File: config.mk
export PLATFORM = sky130hd
export DESIGN_NAME = ps2_host_tx
export DESIGN_NICKNAME = d
export VERILOG_FILES = /design/src/rtl/ps2_host_tx.sv
export SDC_FILE = /design/constraint.sdc
export NUM_CORES = 1
export LEC_CHECK = 0
export BUFFER_PORTS_ARGS = -buffer_cell sky130_fd_sc_hd__buf_2
export CAP_MARGIN = 20
export CORE_MARGIN = 5
export CORE_UTILIZATION = 35
export CTS_BUF_LIST = sky130_fd_sc_hd__clkbuf_16
export CTS_CLUSTER_DIAMETER = 50
export CTS_CLUSTER_SIZE = 25
export DETAILED_ROUTE_END_ITERATION = 10
export REMOVE_ABC_BUFFERS = 1
export SYNTH_ARGS = -nofsm -noshare
export SYNTH_HDL_FRONTEND = slang
export SYNTH_SLANG_ARGS = --single-unit
export TNS_END_PERCENT = 20
File: constraint.sdc
create_clock -name clk -period 2.1 [get_ports clk]
set_clock_uncertainty 0.05 [all_clocks]
set_input_delay 0.315 -clock clk [delete_from_list [all_inputs] [get_ports clk]]
set_output_delay 0.315 -clock clk [all_outputs]
set_load 0.005 [all_outputs]
File: src/rtl/ps2_host_tx.sv
// PS/2 host-to-device command transmitter: inhibit, request-to-send, device-clocked
// bit transfer and ACK check, driving the open-drain lines through pull-low enables.
module ps2_host_tx #(
  parameter int unsigned INHIBIT_CYCLES = 2500,
  parameter int unsigned START_TIMEOUT  = 375000,
  parameter int unsigned BIT_TIMEOUT    = 50000
) (
  input  logic       clk,
  input  logic       reset,
  input  logic [7:0] tx_data,
  input  logic       tx_valid,
  output logic       tx_ready,
  output logic       tx_done,
  output logic       tx_error,
  output logic       rx_inhibit,
  input  logic       ps2clk_i,
  input  logic       ps2dat_i,
  output logic       ps2clk_oe,
  output logic       ps2dat_oe
);

  localparam int unsigned CntMaxVal =
      (START_TIMEOUT > INHIBIT_CYCLES) ? START_TIMEOUT : INHIBIT_CYCLES;
  localparam int unsigned CntW = $clog2(CntMaxVal + 1);

  localparam logic [CntW-1:0] CntSat    = {CntW{1'b1}};
  localparam logic [CntW-1:0] InhLast   = CntW'(INHIBIT_CYCLES - 1);
  localparam logic [CntW-1:0] StartLast = CntW'(START_TIMEOUT - 1);
  localparam logic [CntW-1:0] BitLast   = CntW'(BIT_TIMEOUT - 1);

  typedef enum logic [2:0] {
    StIdle, StInhibit, StReq, StWait, StAckWait, StDone, StErr
  } state_e;

  state_e          state_q, state_d;
  logic [CntW-1:0] cnt_q, cnt_d;
  logic [3:0]      ec_q, ec_d;
  logic [7:0]      sh_q, sh_d;
  logic            par_q, par_d;
  logic            dat_oe_q, dat_oe_d;

  logic clk_s1_q, clk_s2_q, clk_prev_q;
  logic dat_s1_q, dat_s2_q;
  logic fall;

  // Idle-high reset values so a released bus never looks like a falling edge.
  always_ff @(posedge clk) begin
    if (reset) begin
      clk_s1_q   <= 1'b1;
      clk_s2_q   <= 1'b1;
      clk_prev_q <= 1'b1;
      dat_s1_q   <= 1'b1;
      dat_s2_q   <= 1'b1;
    end else begin
      clk_s1_q   <= ps2clk_i;
      clk_s2_q   <= clk_s1_q;
      clk_prev_q <= clk_s2_q;
      dat_s1_q   <= ps2dat_i;
      dat_s2_q   <= dat_s1_q;
    end
  end

  assign fall = clk_prev_q & ~clk_s2_q;

  always_ff @(posedge clk) begin
    if (reset) begin
      state_q  <= StIdle;
      cnt_q    <= '0;
      ec_q     <= '0;
      sh_q     <= '0;
      par_q    <= 1'b0;
      dat_oe_q <= 1'b0;
    end else begin
      state_q  <= state_d;
      cnt_q    <= cnt_d;
      ec_q     <= ec_d;
      sh_q     <= sh_d;
      par_q    <= par_d;
      dat_oe_q <= dat_oe_d;
    end
  end

  always_comb begin
    state_d  = state_q;
    cnt_d    = (cnt_q == CntSat) ? cnt_q : cnt_q + 1'b1;
    ec_d     = ec_q;
    sh_d     = sh_q;
    par_d    = par_q;
    dat_oe_d = dat_oe_q;
    unique case (state_q)
      StIdle: begin
        cnt_d = '0;
        if (tx_valid) begin
          state_d = StInhibit;
          sh_d    = tx_data;
          par_d   = ~^tx_data;
        end
      end
      StInhibit: begin
        if (cnt_q == InhLast) state_d = StReq;
      end
      StReq: begin
        cnt_d    = '0;
        ec_d     = '0;
        dat_oe_d = 1'b1;
        state_d  = StWait;
      end
      StWait: begin
        if (fall) begin
          cnt_d = '0;
          ec_d  = ec_q + 4'd1;
          if (ec_q < 4'd8) begin
            dat_oe_d = ~sh_q[0];
            sh_d     = {1'b0, sh_q[7:1]};
          end else if (ec_q == 4'd8) begin
            dat_oe_d = ~par_q;
          end else if (ec_q == 4'd9) begin
            dat_oe_d = 1'b0;
          end else begin
            // Eleventh edge: device must be pulling data low as its ACK.
            dat_oe_d = 1'b0;
            state_d  = dat_s2_q ? StErr : StAckWait;
          end
        end else if ((ec_q == 4'd0 && cnt_q == StartLast) ||
                     (ec_q != 4'd0 && cnt_q == BitLast)) begin
          state_d = StErr;
        end
      end
      StAckWait: begin
        if (clk_s2_q && dat_s2_q) state_d = StDone;
        else if (cnt_q == BitLast) state_d = StErr;
      end
      StDone:  state_d = StIdle;
      StErr:   state_d = StIdle;
      default: state_d = StIdle;
    endcase
  end

  always_comb begin
    tx_ready   = (state_q == StIdle);
    rx_inhibit = (state_q != StIdle);
    tx_done    = (state_q == StDone);
    tx_error   = (state_q == StErr);
    ps2clk_oe  = (state_q == StInhibit) || (state_q == StReq);
    ps2dat_oe  = (state_q == StReq) || ((state_q == StWait) && dat_oe_q);
  end

endmodule

==> impl_results.md <==
* Number of CTS-inserted buffers at 5
* Share of the synthesized area in compound gates (AO/OA/AOI/OAI) at a little over an eighth
* Largest net degree at the start of global routing at 25
* Max_slew headroom at around two fifths
* Antenna violations before repair at 0
* CTS H-tree lvls at 2
* Clock tree from TritonCTS: yes
* Combinational family with the most area after synthesis: simple AND/OR/NAND/NOR gates
* Total iterations of the first detailed-routing run at 4
* Number of hold buffers added after CTS at 0
* Cells after Synth at about 270
* CTS clk-pin slew, worst paths at around 0.06 ns
* Worst setup timing slack at the placement stage at -0.1227 ns
* Finished Core Util at about 44%
* Number of max-capacitance violations reported at 0
* Flip-flop and latch count after synthesis at 41
* Synth warn at 0
* Arrival time of the worst setup path at about 2.3 ns
* Portion of the post-synthesis area used by sequential elements at a little under two fifths
* Area Growth Syn to Fin at 25.37%
* Routed Wire Length at between 5000 and 6000 um
* Worst-case vdd ir drop at about 470 uV
* First-pass GRT wire length at 8431 um
* Most numerous cell types in the synthesized netlist: sky130_fd_sc_hd__nor2_1 (46), sky130_fd_sc_hd__dfxtp_1 (41), sky130_fd_sc_hd__nand2_1 (15), sky130_fd_sc_hd__xnor2_1 (15), sky130_fd_sc_hd__a21oi_1 (11)
* Setup violators final at 2
* Unrepaired setup endpoints after global routing: true
* Critical path's largest stage delay at roughly 0.37 ns
* CTS Root Cell: sky130_fd_sc_hd__clkbuf_16
* Power density over cell area at between 800 and 900 nW/um^2
* Io pins at 19
* Cell type of the slowest stage on the worst timing path: sky130_fd_sc_hd__o41ai_4
* Hold_ws at between 0.15 and 0.2 ns
* Library cell with the largest summed area after synthesis: sky130_fd_sc_hd__dfxtp_1
* Number of placement rows at 29
* Ys async rst share at 0%
* Post-route insts no fill at slightly below 400
* Share of layout cells above drive strength 1 at 25.40%
* Cell Area, Placed at 2567 um^2
* Total routing usage reported by global routing at 13.69%
* Total leakage power at 1.094 nW
* Final period demand of the worst path at 2.134 ns
* Routed Antenna Nets at 0
* GRT Residual Overflow at 0
* Fraction of post-synthesis cell area in the top cell type by area at a little under two fifths
* Clock latency on the worst-skew pair at approximately 0.28 ns
* Final estimated routing congestion in global placement at 0.8488
* Maximum fanout along the worst path at 6
* Setup TNS at -0.03670 ns
* Number of unique standard cell types used by synthesis at 48
* Placed Instances at 383
* Placed wire-length estimate after detailed placement at about 3800 um
* Via Count at just over 2000
* Series of cell instances along the critical path: inv_1, ha_1, or2b_1, or2_2, o41ai_4, a2bb2oi_2, o41ai_2
* Achievable Freq at ~0.47 GHz
* Setup crit start kind: flip-flop
* Xor and xnor area share after synthesis at about a tenth
* Failing checks: negative setup slack
* Post-Synth Simple-Gate Area at 28.04%
* Number of fill cells in the layout at 626
* Worst-case setup margin in the final layout at -0.03393 ns
* Number of failing hold endpoints at the final stage at 0
* Post-layout net count at roughly 330
* Clock sinks at a little over 40
* Vias per std cell at 5.207
* Width of the die at around 90 um
* Worst endpoint required time at approximately 2.2 ns
* Average wire per cell in the routed design at 13.22 um
* Synthesized-area fraction occupied by adder cells at under 10%
* IO Port Bufs at 18
* DRC violations left at 0
* Height of the die at between 80 and 90 um
* Type of destination of the critical path: flip-flop
* Post-Syn Area at 2205 um^2
* Core region area at 6241 um^2
* Post-route cell area at ~2800 um^2
* Iter 0 DRT Violations at ~80
* Number of flops mapped to enable cells by yosys at 0
* Antenna diodes at 0
* Synth top area cells: sky130_fd_sc_hd__dfxtp_1 (37%), sky130_fd_sc_hd__nor2_1 (7.8%), sky130_fd_sc_hd__xnor2_1 (6.0%), sky130_fd_sc_hd__mux2i_1 (4.1%), sky130_fd_sc_hd__xor2_1 (3.6%)
* Avg Inst Size Synth at ~8.3 um^2
* Outcome: complete, but fails checks
* Vias in the first global route at roughly 1800
* Maximum buffer depth of the clock tree at 2
* Starting utilization of the core area at a little over a third
* Die Area at between 7000 and 8000 um^2
* Start-to-end type of the worst setup path: flip-flop to flip-flop
* Multiplexer fraction of the synthesized cell area at 4.086%
* Slew at the pin closest to its max-slew limit at between 0.9 and 1 ns
* Pins Over Slew Limit at 0
* Leading register cell type out of synthesis: sky130_fd_sc_hd__dfxtp_1
* Worst hold path type: input pin to flip-flop
* Final Total Pwr at about 2.4 mW
* Most frequent cell after synthesis: sky130_fd_sc_hd__nor2_1
* Period utilisation layout at 101.6%
[path summary, 6_finish.rpt]
check / end / slack, ns / depth (start not counted) / startpoint
setup / recovery: state_q[1] / -0.03 / 7 / ec_q[0]
setup reg to reg: state_q[1] / -0.03 / 7 / ec_q[0]
hold / removal: dat_s1_q / 0.16 / 2 / ps2dat_i
hold reg to reg: dat_s2_q / 0.36 / 1 / dat_s1_q
[where the power goes]
part	switching, mW	leakage (nW)	internal [mW]
clock network	0.295	0.0687	0.430
registers	0.0714	0.335	0.877
logic	0.400	0.690	0.313
[cell type report]
cell class | instances | area, um^2 | area share [%]
Tap cell | 77 | 96.34 | 3.486
Clock buffer | 5 | 125.1 | 4.527
Timing Repair Buffer | 53 | 352.8 | 12.77
Clock inverter | 3 | 12.51 | 0.4527
Inverter | 9 | 33.78 | 1.222
Sequential cell | 41 | 824.5 | 29.83
Multi-Input combinational cell | 204 | 1319 | 47.71
[state kept, by name (all words and copies together), names as in the netlist]
name / cells
clk_s2_q: 1
clk_s1_q: 1
clk_prev_q: 1
sh_q: 8
cnt_q: 19
dat_oe_q: 1
ec_q: 4
par_q: 1
dat_s2_q: 1
dat_s1_q: 1
state_q: 3
[repair_timing]
action,in CTS,in global routing
resized for setup,11,2
pin swaps,3,1
setup endpoints to repair,8,3
buffers inserted,1,0
[routing by layer]
| layer | vias up | track usage [%] | routed length (um) | share of wire [%] |
|---|---|---|---|---|
| li1 | 1038 | - | - | - |
| met1 | 924 | 16.20 | 2377 | 46 |
| met2 | 66 | 22.71 | 2363 | 46 |
| met3 | 13 | 3.963 | 311 | 6.0 |
| met4 | 0 | 6.495 | 129 | 2.5 |
| met5 | - | 0 | 0 | 0 |
[cells by family after synthesis]
kind of cell,after synthesis
AND/OR/NAND/NOR,122
AO/OA/AOI/OAI,45
flip-flops,41
XOR/XNOR,24
buffers and inverters,22
multiplexers,9
adder cells (fa/ha/maj),4
[critical path: cells and delay by family (launching register included)]
kind	cells	cell delay, ns
flip-flops	1	0.35
AND/OR/NAND/NOR	2	0.57
buffers and inverters	1	0.08
adder cells (fa/ha/maj)	1	0.15
AO/OA/AOI/OAI	3	0.84
[placed cells by master (no fill, tap or decap), drive strengths merged, types with 5 or more instances in the layout]
cell type	instances
a211oi	7
a21oi	11
and3	7
buf	53
clkbuf	5
dfxtp	41
inv	9
mux2i	9
nand2	15
nand3	7
nand4	8
nor2	46
nor3	8
o21ai	9
or2	8
xnor2	15
xor2	9
(Power assumes the default switching activity.)
